`config.mk`:
```
export PLATFORM = sky130hd
export DESIGN_NAME = parity_stream_gen
export DESIGN_NICKNAME = d
export VERILOG_FILES = /design/src/rtl/parity_pkg.sv /design/src/rtl/parity_stream_gen_seg_parity.sv /design/src/rtl/parity_stream_gen.sv
export SDC_FILE = /design/constraint.sdc
export NUM_CORES = 1
export LEC_CHECK = 0
export BUFFER_PORTS_ARGS = -buffer_cell sky130_fd_sc_hd__buf_2
export CAP_MARGIN = 20
export CORE_AREA = 2 2 59 89
export DETAILED_ROUTE_END_ITERATION = 16
export DIE_AREA = 0 0 61 91
export GPL_TIMING_DRIVEN = 0
export PLACE_DENSITY_LB_ADDON = 0.3
export SYNTH_ARGS = -nofsm -noshare
export SYNTH_HDL_FRONTEND = slang
export SYNTH_HIERARCHICAL = 1
export SYNTH_SLANG_ARGS = --single-unit
```
`constraint.sdc`:
```
create_clock -name clk -period 2.54 [get_ports clk]
set_clock_uncertainty 0.05 [all_clocks]
set_input_delay 0.508 -clock clk [delete_from_list [all_inputs] [get_ports clk]]
set_output_delay 0.508 -clock clk [all_outputs]
set_load 0.01 [all_outputs]
```
`src/rtl/parity_pkg.sv`:
```
// Shared types and the parity helper for the parity stream generator.
// Parity is even when typ is EVEN_PAR, or the inverted XOR when typ is ODD_PAR.
package parity_pkg;

  typedef enum logic {EVEN_PAR = 1'b0, ODD_PAR = 1'b1} par_t;
  typedef enum logic {IDLE = 1'b0, BURST = 1'b1} state_t;

  // Callers zero-extend narrower fields; zero padding leaves the XOR unchanged.
  localparam int PAR_FN_W = 256;

  function automatic logic par_calc(input logic [PAR_FN_W-1:0] data, input par_t typ);
    return (^data) ^ (typ == ODD_PAR);
  endfunction

endpackage

```
`src/rtl/parity_stream_gen_seg_parity.sv`:
```
// Combinational per-segment parity array: one parity bit for each SEG_WIDTH-bit
// slice of the beat, all under the same parity type.
module seg_parity
  import parity_pkg::*;
#(
  parameter int DATA_WIDTH = 32,
  parameter int SEG_WIDTH  = 8,
  localparam int NSEG      = DATA_WIDTH / SEG_WIDTH
) (
  input  logic [DATA_WIDTH-1:0] data,
  input  par_t                  typ,
  output logic [NSEG-1:0]       seg_par
);

  for (genvar i = 0; i < NSEG; i++) begin : g_seg
    assign seg_par[i] = par_calc({{(PAR_FN_W-SEG_WIDTH){1'b0}}, data[i*SEG_WIDTH +: SEG_WIDTH]}, typ);
  end

endmodule

```
`src/rtl/parity_stream_gen.sv`:
```
// Streaming parity generator: per-segment parity on every beat plus a running
// burst parity reported on the last beat, behind a single backpressured output register.
module parity_stream_gen
  import parity_pkg::*;
#(
  parameter int DATA_WIDTH = 32,
  parameter int SEG_WIDTH  = 8,
  parameter int MAX_BURST  = 16,
  localparam int NSEG      = DATA_WIDTH / SEG_WIDTH,
  localparam int CNT_W     = $clog2(MAX_BURST + 1)
) (
  input  logic                  clk,
  input  logic                  rst,
  input  logic                  par_typ,
  input  logic                  in_valid,
  output logic                  in_ready,
  input  logic [DATA_WIDTH-1:0] in_data,
  input  logic                  in_last,
  output logic                  out_valid,
  input  logic                  out_ready,
  output logic [DATA_WIDTH-1:0] out_data,
  output logic [NSEG-1:0]       out_seg_par,
  output logic                  out_last,
  output logic                  out_burst_par,
  output logic                  ovf_err,
  input  logic                  err_clr
);

  state_t            state_q;
  par_t              typ_q;
  logic              acc_q;
  logic [CNT_W-1:0]  cnt_q;

  logic              accept_p0;
  logic              first_beat_p0;
  par_t              typ_p0;
  logic              beat_x_p0;
  logic              acc_base_p0;
  logic [CNT_W-1:0]  cnt_nxt_p0;
  logic              forced_p0;
  logic              burst_end_p0;
  logic              burst_par_p0;
  logic [NSEG-1:0]   seg_par_p0;

  // Stage p0: combinational beat evaluation against the current burst state
  assign in_ready      = rst && (!out_valid || out_ready);
  assign accept_p0     = in_valid && in_ready;
  assign first_beat_p0 = (state_q == IDLE);
  assign typ_p0        = first_beat_p0 ? par_t'(par_typ) : typ_q;
  assign beat_x_p0     = ^in_data;
  assign acc_base_p0   = first_beat_p0 ? 1'b0 : acc_q;
  assign cnt_nxt_p0    = first_beat_p0 ? CNT_W'(1) : cnt_q + 1'b1;
  assign forced_p0     = (cnt_nxt_p0 == CNT_W'(MAX_BURST)) && !in_last;
  assign burst_end_p0  = in_last || forced_p0;
  assign burst_par_p0  = acc_base_p0 ^ beat_x_p0 ^ (typ_p0 == ODD_PAR);

  seg_parity #(
    .DATA_WIDTH (DATA_WIDTH),
    .SEG_WIDTH  (SEG_WIDTH)
  ) u_seg_parity (
    .data    (in_data),
    .typ     (typ_p0),
    .seg_par (seg_par_p0)
  );

  // Burst tracking: accumulator and count are cleared whenever a burst closes
  always_ff @(posedge clk or negedge rst) begin
    if (!rst) begin
      state_q <= IDLE;
      typ_q   <= EVEN_PAR;
      acc_q   <= 1'b0;
      cnt_q   <= '0;
    end else if (accept_p0) begin
      if (first_beat_p0) typ_q <= typ_p0;
      if (burst_end_p0) begin
        state_q <= IDLE;
        acc_q   <= 1'b0;
        cnt_q   <= '0;
      end else begin
        state_q <= BURST;
        acc_q   <= acc_base_p0 ^ beat_x_p0;
        cnt_q   <= cnt_nxt_p0;
      end
    end
  end

  // Stage p1: output register; holds while stalled, drops valid once consumed
  always_ff @(posedge clk or negedge rst) begin
    if (!rst) begin
      out_valid     <= 1'b0;
      out_data      <= '0;
      out_seg_par   <= '0;
      out_last      <= 1'b0;
      out_burst_par <= 1'b0;
    end else if (accept_p0) begin
      out_valid     <= 1'b1;
      out_data      <= in_data;
      out_seg_par   <= seg_par_p0;
      out_last      <= burst_end_p0;
      out_burst_par <= burst_end_p0 & burst_par_p0;
    end else if (out_ready) begin
      out_valid     <= 1'b0;
      out_last      <= 1'b0;
      out_burst_par <= 1'b0;
    end
  end

  // A forced termination in the same cycle as a clear keeps the flag set
  always_ff @(posedge clk or negedge rst) begin
    if (!rst) begin
      ovf_err <= 1'b0;
    end else if (accept_p0 && forced_p0) begin
      ovf_err <= 1'b1;
    end else if (err_clr) begin
      ovf_err <= 1'b0;
    end
  end

endmodule

```
# Word level (Yosys, flattened, before mapping)
# Index checks and enable logic that the tools add are counted.
[word_totals]
reg_bits = 48
in_bits = 39
out_inout_bits = 41
wordCells = 48
[op_classes]
addsub = 1
n_eq_ne = 1
muxes = 12
bitwise_logic = 8
n_reduce_logical = 16
[op_table]
columns = ["cell", "n"]
rows = [
  ["256-bit parity", 4],
  ["32-bit parity", 1],
  ["1-bit 2-to-1 mux", 10],
  ["5-bit 2-to-1 mux", 2],
  ["1-bit XOR", 6],
  ["5-bit by 1-bit adder with 5-bit output (second input constant)", 1],
  ["5-bit equality test (second input constant)", 1],
  ["1-bit logical AND", 4],
  ["2-bit nonzero test", 2],
  ["1-bit zero test", 2],
  ["1-bit logical OR", 2],
  ["2-bit AND reduction", 1],
  ["1-bit bitwise AND", 1],
  ["1-bit NOT", 1],
]

# Depth between registers and ports, before layout
# Gate-level depths: netlist (run 1).
[logic_depth]
ltp_word = 7
ltp_mapped = 7

# Cells and area by module
# The synthesis (run 1) kept the hierarchy.
[modules_own_cells]
columns = ["mod", "instances", "cells_each", "area_each_um2"]
rows = [
  ["parity_stream_gen", 1, 246, 2205.9],
  ["seg_parity", 1, 29, 334.1],
]

# Worst setup path after synthesis (run 1)
# Ideal clock, no wire load.
[synth_path]
path_type = "in2reg"
start = "input port in_data[27]"
end = "register out_burst_par"
setup_time_ns = 0.127
arrival_ns = 1.674
required_time_ns = 2.363
slack_ns = 0.689
cell_stages = 7
path_cell_list = "xor2_1 > xnor2_1 > xnor2_1 > xnor2_1 > xnor3_1 > xor2_1 > o21ai_1"
[synth_via]
elab_chain_len = 5
[synth_rtl]
columns = ["element", "line_no", "text"]
rows = [
  ["start, declared", "parity_stream_gen.sv:17", "input logic [DATA_WIDTH-1:0] in_data,"],
  ["32-bit parity", "parity_stream_gen.sv:50", "assign beat_x_p0 = ^in_data;"],
  ["1-bit XOR (2 in series)", "parity_stream_gen.sv:55", "assign burst_par_p0 = acc_base_p0 ^ beat_x_p0 ^ (typ_p0 == ODD_PAR);"],
  ["1-bit bitwise AND", "parity_stream_gen.sv:100", "out_burst_par <= burst_end_p0 & burst_par_p0;"],
  ["1-bit 2-to-1 mux", "parity_stream_gen.sv:95", "end else if (accept_p0) begin"],
  ["end signal, assigned", "parity_stream_gen.sv:100", ""],
  ["end, declared", "parity_stream_gen.sv:24", "output logic out_burst_par,"],
]
# No other way between the ends.
# A chain may end at the register's enable or synchronous reset.

# Worst setup path after layout (run 1)
[layout_path]
start = "input port rst"
end = "register out_seg_par[0]"
[layout_via]
elab_chain_len = 2
[layout_rtl]
columns = ["element", "line_no", "text"]
rows = [
  ["start, declared", "parity_stream_gen.sv:13", "input logic rst,"],
  ["1-bit logical AND", "parity_stream_gen.sv:46", "assign in_ready = rst && (!out_valid || out_ready);"],
  ["1-bit logical AND", "parity_stream_gen.sv:47", "assign accept_p0 = in_valid && in_ready;"],
  ["end signal, assigned", "parity_stream_gen.sv:98", "out_seg_par <= seg_par_p0;"],
  ["end, declared", "parity_stream_gen.sv:22", "output logic [NSEG-1:0] out_seg_par,"],
]
# No other way between the ends.

==> flow_summary.toml, run 1 <==
[placed_design]
dpl_cell_area_mm2 = 0.003018
hpwl_mm = 4.130
gp_congestion = 0.8197
io_buffer_count = 79
post-place-ws_ns = -0.4227

[grt]
grt_start_max_net_pins = 51
grt_pass1_vias = 1981
track_usage_pct = 22.27
overflow = 0
antenna_found_initial = 0
grt_pass1_wl_mm = 9.315

[floorplanning]
die_w_um = 61
chipHeight_um = 91
rows = 31
start_util_pct = 53.24
die_area_mm2 = 0.005551
ios = 80
core_area_mm2 = 0.004771

[clock_tree]
cts_inserted_buffers = 5
cts_max_path_buffers = 2
post-cts-setup-buffer-count = 0
worstSkewPairLatency_ns = 0.30
cts-root-buf = "clkbuf_8"
cts_sinks = 48
clk_pin_slew_ns = 0.08
cts_tree = "yes"
h-tree-depth = 2

[routing]
drt_pass1_iterations = 5
drcViolationCount = 0
routedWlPerCell_um = 13.04
drtIter0Drc = 94
via_per_inst = 4.756
routed_wirelength_mm = 5.555
ant_nets = 0
vias = 2026

[pwr]
intPower_mw = 1.554
cellPowerDensity_mw_per_mm2 = 728.3
p_sw_uw = 717.7
ir_drop_mv = 0.4488
comb_power_share_pct = 34.0
swShare_pct = 31.60
leakagePower_nw = 1.652
clkPwrFrac_pct = 23.2
finalPower_mw = 2.272
p_seq_share_pct = 42.8

[synth]
ys_dominant_reg_cell = "dfrtp_1"
synthTopCellsByArea = "dfrtp_1 47%, nand2_1 18%, xnor2_1 16%, xnor3_1 4.4%, xor2_1 3.1%"
yosys_register_bits = 48
ys_types = 24
yosys.area.top_type = "dfrtp_1"
syn_area_mm2 = 0.002540
synth_edf_count = 0
synth_top_area_share_pct = 47.29
postSynthAreaPerCell_um2 = 9.236
synthesis.nets = 315
synth-seq-area-share_pct = 47.29
syn_inst = 275
ys_async_sr_fraction_pct = 100.0
ys_warn_count = 6

[sta]
fmax_mhz = 459.7
rsz0062_at_grt = "false"
finalSetupViolCount = 0
fin_crit_ns = 2.175
slew_headroom_pct = 57.33
hold_viol = 0
setup_ws_ns = 0.3648
tns_ns = 0
finalCritPeriodShare_pct = 85.64
tightest_slew_ns = 0.6401
finalMaxSlewViolations = 0

[layout]
largest_reg_flops = 32
antenna_cells = 0
final_common_cell = "nand2_1"
area_delta_synth_final_pct = 22.81
drive_above_1_share_pct = 25.28
fin_area_mm2 = 0.003119
final_cell_mix = "123 x nand2_1, 78 x buf_2, 48 x dfrtp_1, 45 x xnor2_1"
reg_top3 = "out_data x32, cnt_q x5, out_seg_par x4"
nFillCells = 445
nNetsFinal = 401
top_register = "out_data"

[critical_path]
crit_end = "out_seg_par[0]"
cp.required_ns = 2.73
critPathTopFamily = "buffers and inverters"
slowest_stage = "buf_4"
r2r_slack_ns = 0.60
critPathMaxStageDelay_ns = 0.50
r2r-start = "out_valid"
worst-path-buf-inv = 3
r2r_end = "out_seg_par[1]"
worstSetupEndpointType = "register"
cp.depth = 6
worstPathMaxFanout = 50
worstRegToRegCells = 7
critPathLaunch = "rst"
arrival_ns = 2.37
crit_type = "in2reg"
crit_chain = "buf_4, and3_1, clkbuf_1, clkbuf_1, nand2_1, nand2_1"
cp-start-kind = "input pin"

[flow_run]
cap_violations = 0

[hold_path]
worst_hold_path_type = "in2async"

[outcome]
status = "finished, final reports clean"
synthesized netlist by cell type, types with 2 or more instances:
master,count
and3_1,2
buf_1,2
clkbuf_1,9
dfrtp_1,48
inv_1,3
mux2_2,2
nand2_1,123
nand2b_1,3
nand3_1,2
nor2_1,3
o21ai_0,5
o31ai_1,2
xnor2_1,45
xnor2_2,4
xnor3_1,5
xor2_1,9
through the flow:
step	utilization, %	hold slack (ns)	instances
4_1_cts	65.38	0.1947	426
6_report	65.38	0.1701	426
2_1_floorplan	-	0.1624	275
3_3_place_gp	63.26	0.4018	420
5_1_grt	65.38	0.2265	426
3_5_place_dp	63.26	0.4071	420
cells by family (layout without fill, tap and decap cells):
family | after synthesis | in the layout | share of synthesized area (%)
fa+ha+maj | 1 | 1 | 0.4925
flops | 48 | 48 | 47.29
xor+xnor | 63 | 63 | 25.62
buf+inv | 14 | 99 | 2.069
simple gates | 136 | 136 | 21.08
mux | 2 | 2 | 0.8866
compound gates | 11 | 11 | 2.561
metal layers:
metal | global-route usage (%) | vias up | wire length [um]
met2 | 36.92 | 62 | 2878
met1 | 29.23 | 938 | 2344
met3 | 3.704 | 6 | 263
li1 | - | 1020 | -
met4 | 6.522 | 0 | 68
met5 | 0 | - | 0
worst register-to-register path, stage by stage (launching register included):
cell and delay (ns):
dfrtp_1 0.35, nand2b_1 0.11, and2_1 0.19, nand2_1 0.15
clkbuf_1 0.38, clkbuf_1 0.46, nand2_1 0.11, nand2_1 0.09
cell type report:
class,count,area [um2],area share [%]
Clock inverter,1,30.03,0.9627
Clock buffer,5,68.82,2.206
Inverter,3,11.26,0.3610
Multi-Input combinational cell,213,1286,41.24
Tap cell,66,82.58,2.647
Buffer,11,41.29,1.324
Sequential cell,48,1201,38.51
Timing Repair Buffer,79,397.9,12.76
worst min path at each step:
stage / from / end / depth (start not counted)
after global routing: rst / cnt_q[3] / 1
after detailed placement: out_data[4] / out_data[4] / 2
after CTS: rst / out_data[23] / 1
after global placement: out_data[3] / out_data[3] / 2
final: rst / out_data[19] / 1
after floorplan: rst / acc_q / 0
power groups by stage:
| stage | Clock, mW | Sequential (mW) | Combinational, mW |
|---|---|---|---|
| floorplan | 0 | 1.04 | 0.444 |
| global placement | 0 | 0.980 | 0.767 |
| detailed placement | 0 | 0.984 | 0.783 |
| CTS | 0.537 | 0.972 | 0.786 |
| global route | 0.573 | 0.990 | 0.851 |
| finish | 0.527 | 0.972 | 0.773 |
what timing repair did:
item / CTS / global route
hold buffers: 0 / 0
resized for setup: 1 / 0
endpoints found under the hold margin: 0 / 0
endpoints found under the setup margin: 2 / 0
(Power assumes the default switching activity.)
==> run 2, diff against run 1 <==
==> constraint.sdc (replaced) <==
create_clock -name clk -period 2.54 [get_ports clk]
set_clock_uncertainty 0.05 [all_clocks]
set_input_delay 0.381 -clock clk [delete_from_list [all_inputs] [get_ports clk]]
set_output_delay 0.381 -clock clk [all_outputs]
set_load 0.01 [all_outputs]
==> flow_summary.toml, run 2 (synthesis results as in run 1) <==
[outcome]
status = "finished with violations"
violations = "negative hold slack"

[clock_tree]
cts-root-buf = "clkbuf_8"
h-tree-depth = 2
cts_tree = "yes"
worstSkewPairLatency_ns = 0.30
post-cts-setup-buffer-count = 0
cts_sinks = 48
cts_max_path_buffers = 2
cts_inserted_buffers = 5
clk_pin_slew_ns = 0.09

[critical_path]
arrival_ns = 2.06
crit_type = "reg2reg"
cp.required_ns = 2.67
critPathMaxStageDelay_ns = 0.41
slowest_stage = "xnor3_1"
crit_top_cell = "xnor2_1"
critPathTopFamily = "XOR/XNOR gates"
crit_chain = "clkbuf_1, nand2_1, xnor2_1, xnor2_1, xnor3_1, xor2_1, o21ai_1"
worst-path-buf-inv = 1
cp-start-kind = "register"
worstSetupEndpointType = "register"
worstPathMaxFanout = 8

[routing]
routedWlPerCell_um = 12.94
drtIter0Drc = 98
drcViolationCount = 0
via_per_inst = 4.713
routed_wirelength_mm = 5.538
vias = 2017
drt_pass1_iterations = 4
ant_nets = 0

[placed_design]
hpwl_mm = 4.130
gp_congestion = 0.8197
post-place-ws_ns = -0.2957
io_buffer_count = 79
dpl_cell_area_mm2 = 0.003018

[layout]
top_register = "out_data"
fin_area_mm2 = 0.003147
antenna_cells = 0
nNetsFinal = 403
largest_reg_flops = 32
reg_top3 = "out_data x32, cnt_q x5, out_seg_par x4"
nFillCells = 442
drive_above_1_share_pct = 25.41
final_common_cell = "nand2_1"
area_delta_synth_final_pct = 23.89
final_cell_mix = "123 x nand2_1, 79 x buf_2, 48 x dfrtp_1, 45 x xnor2_1"

[sta]
fin_crit_ns = 1.935
fmax_mhz = 516.7
setup_ws_ns = 0.6046
finalSetupViolCount = 0
tightest_slew_ns = 0.6418
finalMaxSlewViolations = 0
tns_ns = 0
finalCritPeriodShare_pct = 76.20
fin_hold_ws_ns = -0.006101
slew_headroom_pct = 57.07
hold_viol = 21
rsz0062_at_grt = "false"

[grt]
track_usage_pct = 22.27
overflow = 0
grt_start_max_net_pins = 51
antenna_found_initial = 0
grt_pass1_wl_mm = 9.315
grt_pass1_vias = 1981

[pwr]
intPower_mw = 1.558
p_sw_uw = 716.0
cellPowerDensity_mw_per_mm2 = 722.6
p_seq_share_pct = 42.7
ir_drop_mv = 0.4493
finalPower_mw = 2.274
clkPwrFrac_pct = 23.1
comb_power_share_pct = 34.2
leakagePower_nw = 1.665
swShare_pct = 31.49

[hold_path]
worst_hold_path_type = "in2async"

[floorplanning]
ios = 80
core_area_mm2 = 0.004771
rows = 31
die_area_mm2 = 0.005551
start_util_pct = 53.24
chipHeight_um = 91
die_w_um = 61

[flow_run]
cap_violations = 0
==> run 2: final timing paths <==
kind | start | end | slack, ns | cells past startpoint
worst min-delay path | rst | cnt_q[3] | -0.006 | 2
max in group asynchronous | rst | out_valid | 1.40 | 2
min in group clk | err_clr | ovf_err | 0.22 | 2
worst max-delay path | state_q | out_burst_par | 0.60 | 7
worst min register to register | out_data[3] | out_data[3] | 0.42 | 2
worst max register to register | state_q | out_burst_par | 0.60 | 7
==> run 2: cell type report <==
cell class              instances  area [um2]  area share (%)
plain buffers                  11       41.29           1.312
well taps                      66       82.58           2.624
flip-flops and latches         48        1201           38.17
repair buffers                 81       425.4           13.52
multi-input cells             213        1286           40.87
inverters                       3       11.26          0.3579
clock buffers                   5       68.82           2.187
clock inverters                 1       30.03          0.9543
==> run 2: what timing repair did <==
| item | CTS | global route |
|---|---|---|
| resized for setup | 0 | 0 |
| hold endpoints to repair | 0 | 14 |
| hold buffers | 0 | 1 |
==> run 2: worst register-to-register path: cells and delay by family (launching register included) <==
family	cells	cell delay, ns
xor gates and xnor gates	4	0.96
buffers and inverters	1	0.28
AOI/OAI and AO/OA	1	0.07
and+or+nand+nor	1	0.11
DFF	1	0.33
==> run 2: routing by layer <==
metal,routed length [um],up-vias,global-route usage [%]
met5,0,-,0
li1,-,1022,-
met4,78,0,6.522
met2,2882,54,36.92
met1,2355,932,29.23
met3,221,9,3.704
==> run 2: power by group through the flow <==
stage	registers (mW)	logic [mW]	clock network, mW
2_1_floorplan	1.04	0.444	0
3_3_place_gp	0.980	0.767	0
3_5_place_dp	0.984	0.783	0
4_1_cts	0.972	0.785	0.537
5_1_grt	0.990	0.856	0.573
6_report	0.971	0.778	0.525
==> run 2: metrics by stage <==
stage               instances  util (%)  hold WS (ns)
detailed placement        420     63.26        0.4071
global route              428     65.96    -0.0004849
finish                    428     65.96     -0.006101
CTS                       426     65.33        0.2257
global placement          420     63.26        0.4018
floorplan                 275         -       0.03541
==> run 3, diff against run 2 <==
ABC_AREA = 1   (was default)
CORE_AREA = 2 2 68 102   (was 2 2 59 89)
DIE_AREA = 0 0 70 104   (was 0 0 61 91)
clock period = 1.8 ns   (was 2.54 ns; I/O delays follow)
==> flow_summary.toml, run 3 <==
[layout]
nFillCells = 665
final_common_cell = "nand2_1"
nNetsFinal = 670
area_delta_synth_final_pct = 18.13
reg_top3 = "out_data x32, cnt_q x5, out_seg_par x4"
multi_input_area_mm2 = 0.001782
largest_reg_flops = 32
regArea_mm2 = 0.001201
top_register = "out_data"
stdcell_count = 706
drive_above_1_share_pct = 20.63
antenna_cells = 0
final_cell_mix = "286 x nand2_1, 84 x buf_2, 64 x inv_1, 48 x dfrtp_1, 35 x o21ai_0"

[synth]
postSynthAreaPerCell_um2 = 6.102
ys_types = 23
synth_edf_count = 0
ys_top_cells_by_count = "287 x nand2_1, 65 x inv_1, 48 x dfrtp_1, 36 x o21ai_0, 24 x nand3_1"
yosys.area.top_type = "dfrtp_1"
ys_async_sr_fraction_pct = 100.0
synthesis.nets = 584
synth-seq-area-share_pct = 36.19
synth_top_area_share_pct = 36.19
syn_inst = 544
ys_dominant_reg_cell = "dfrtp_1"
yosysMostFrequentCell = "nand2_1"
synthTopCellsByArea = "dfrtp_1 36%, nand2_1 32%, inv_1 7.4%, o21ai_0 5.4%, nand3_1 3.6%"
ys_warn_count = 6
syn_area_mm2 = 0.003319
yosys_register_bits = 48

[grt]
grt_pass1_vias = 3191
antenna_found_initial = 0
grt_pass1_wl_mm = 13.34
overflow = 0
grt_start_max_net_pins = 50
track_usage_pct = 22.37

[floorplanning]
chipHeight_um = 104
start_util_pct = 51.90
core_area_mm2 = 0.006396
ios = 80
die_area_mm2 = 0.007280
rows = 36
die_w_um = 70

[critical_path]
slowest_stage = "dfrtp_1"
crit_chain = "clkbuf_8, buf_4, o21ai_4, inv_4, nand2_2, inv_1, nor2_1, nand2_1, nand2_1, nand2_1, nand3_1, nand2_1, nand2_1, nand2_1"
crit_top_cell = "nand2_1"
critPathMaxStageDelay_ns = 0.38
cp-start-kind = "register"
arrival_ns = 1.92
crit_type = "reg2reg"
worstPathMaxFanout = 10
cp.required_ns = 1.97
worstSetupEndpointType = "register"

[sta]
finalSetupViolCount = 0
slew_headroom_pct = 58.15
finalMaxSlewViolations = 0
rsz0062_at_grt = "true"
fmax_mhz = 570.9
tightest_slew_ns = 0.6278
tns_ns = 0
fin_hold_ws_ns = -0.08098
hold_viol = 48
fin_crit_ns = 1.752
finalCritPeriodShare_pct = 97.32

[flow_run]
cap_violations = 0

[outcome]
violations = "negative hold slack"
status = "finished with violations"

[routing]
drt_pass1_iterations = 5
routed_wirelength_mm = 7.837
via_per_inst = 4.885
ant_nets = 0
drcViolationCount = 0
routedWlPerCell_um = 11.10
drtIter0Drc = 171
vias = 3449

[pwr]
leakagePower_nw = 2.482
cellPowerDensity_mw_per_mm2 = 810.1
ir_drop_mv = 0.4740

[clock_tree]
h-tree-depth = 2
worstSkewPairLatency_ns = 0.32
cts_inserted_buffers = 5
clk_pin_slew_ns = 0.09
cts_max_path_buffers = 2
cts_sinks = 48
cts_tree = "yes"
cts-root-buf = "clkbuf_8"

[placed_design]
hpwl_mm = 6.137
io_buffer_count = 79
gp_congestion = 0.7969
numPlacedInstances = 699

[hold_path]
worst_hold_path_type = "in2async"
run 3: cell count changes in the layout (fill, tap and decap cells not counted), moves of 5 or more:
cell | previous run | this run
buf_2 | 79 | 84
clkbuf_1 | 9 | 4
inv_1 | 3 | 64
inv_2 | 0 | 14
nand2_1 | 123 | 286
nand2_2 | 0 | 17
nand3_1 | 2 | 23
nor2_1 | 3 | 12
o21ai_0 | 5 | 35
xnor2_1 | 45 | 9
xnor3_1 | 5 | 0
run 3: logic make-up after synthesis:
| group | after synthesis | share of synthesized area [%] |
|---|---|---|
| xor+xnor | 18 | 4.750 |
| flops | 48 | 36.19 |
| simple gates | 344 | 41.35 |
| buf+inv | 91 | 10.78 |
| compound gates | 42 | 6.558 |
| fa+ha+maj | 1 | 0.3769 |
run 3: critical path, delay by kind of cell, from the launching register on:
| family | cells | cell delay (ns) |
|---|---|---|
| buffers and inverters | 4 | 0.42 |
| and+or+nand+nor | 9 | 0.61 |
| DFF | 1 | 0.38 |
| AOI/OAI and AO/OA | 1 | 0.18 |
run 3: stage by stage:
stage               worst slack (ns)  hold WS [ns]  utilization [%]  total power, mW  cell area (um2)
floorplan                   0.001084      -0.07559                -            2.117             3328
detailed placement           -0.5826        0.4144            59.70            2.529             3819
global placement             -0.4481        0.4091            59.70            2.473             3819
finish                       0.04830      -0.08098            61.31            3.177             3921
CTS                          0.02279      -0.05520            61.27            3.194             3919
global route                 -0.1522      -0.03197            61.31            3.413             3921
run 3: metal layers:
layer  vias up  track usage [%]  part of all wire, %
li1       1801                -                    -
met1      1555            25.14                   41
met2        83            41.16                   52
met3        10            3.973                  5.0
met4         0            8.516                  2.1
met5         -                0                    0
run 3: final timing paths:
path                       depth (start not counted)  slack [ns]              to      startpoint
max                                               14        0.05  out_seg_par[2]         state_q
min                                                1       -0.08    out_data[15]             rst
max reg2reg                                       14        0.05  out_seg_par[2]         state_q
min reg2reg                                        2        0.43  out_seg_par[3]  out_seg_par[3]
max in group asynchronous                          1        1.36    out_data[26]             rst
min in group clk                                   2        0.08         ovf_err         err_clr
run 3: where the power goes:
group | internal, mW | total, mW | leakage (nW) | switching, mW
sequential | 1.25 | 1.35 | 0.605 | 0.0942
clock | 0.265 | 0.650 | 0.0410 | 0.384
combinational | 0.452 | 1.18 | 1.84 | 0.730
run 3: final cells by class:
type | instances | area share (%)
tap | 76 | 2.425
clock buffer | 6 | 1.851
timing repair buffer | 80 | 10.34
inverter | 80 | 7.786
multi-input combinational | 405 | 45.44
buffer | 10 | 1.404
clock inverter | 1 | 0.1276
sequential | 48 | 30.63
run 3: what timing repair did:
action	in CTS	in global routing
resized for setup	9	1
setup endpoints to repair	46	4
endpoints found under the hold margin	48	48
setup buffers	1	0
pin swaps	1	0
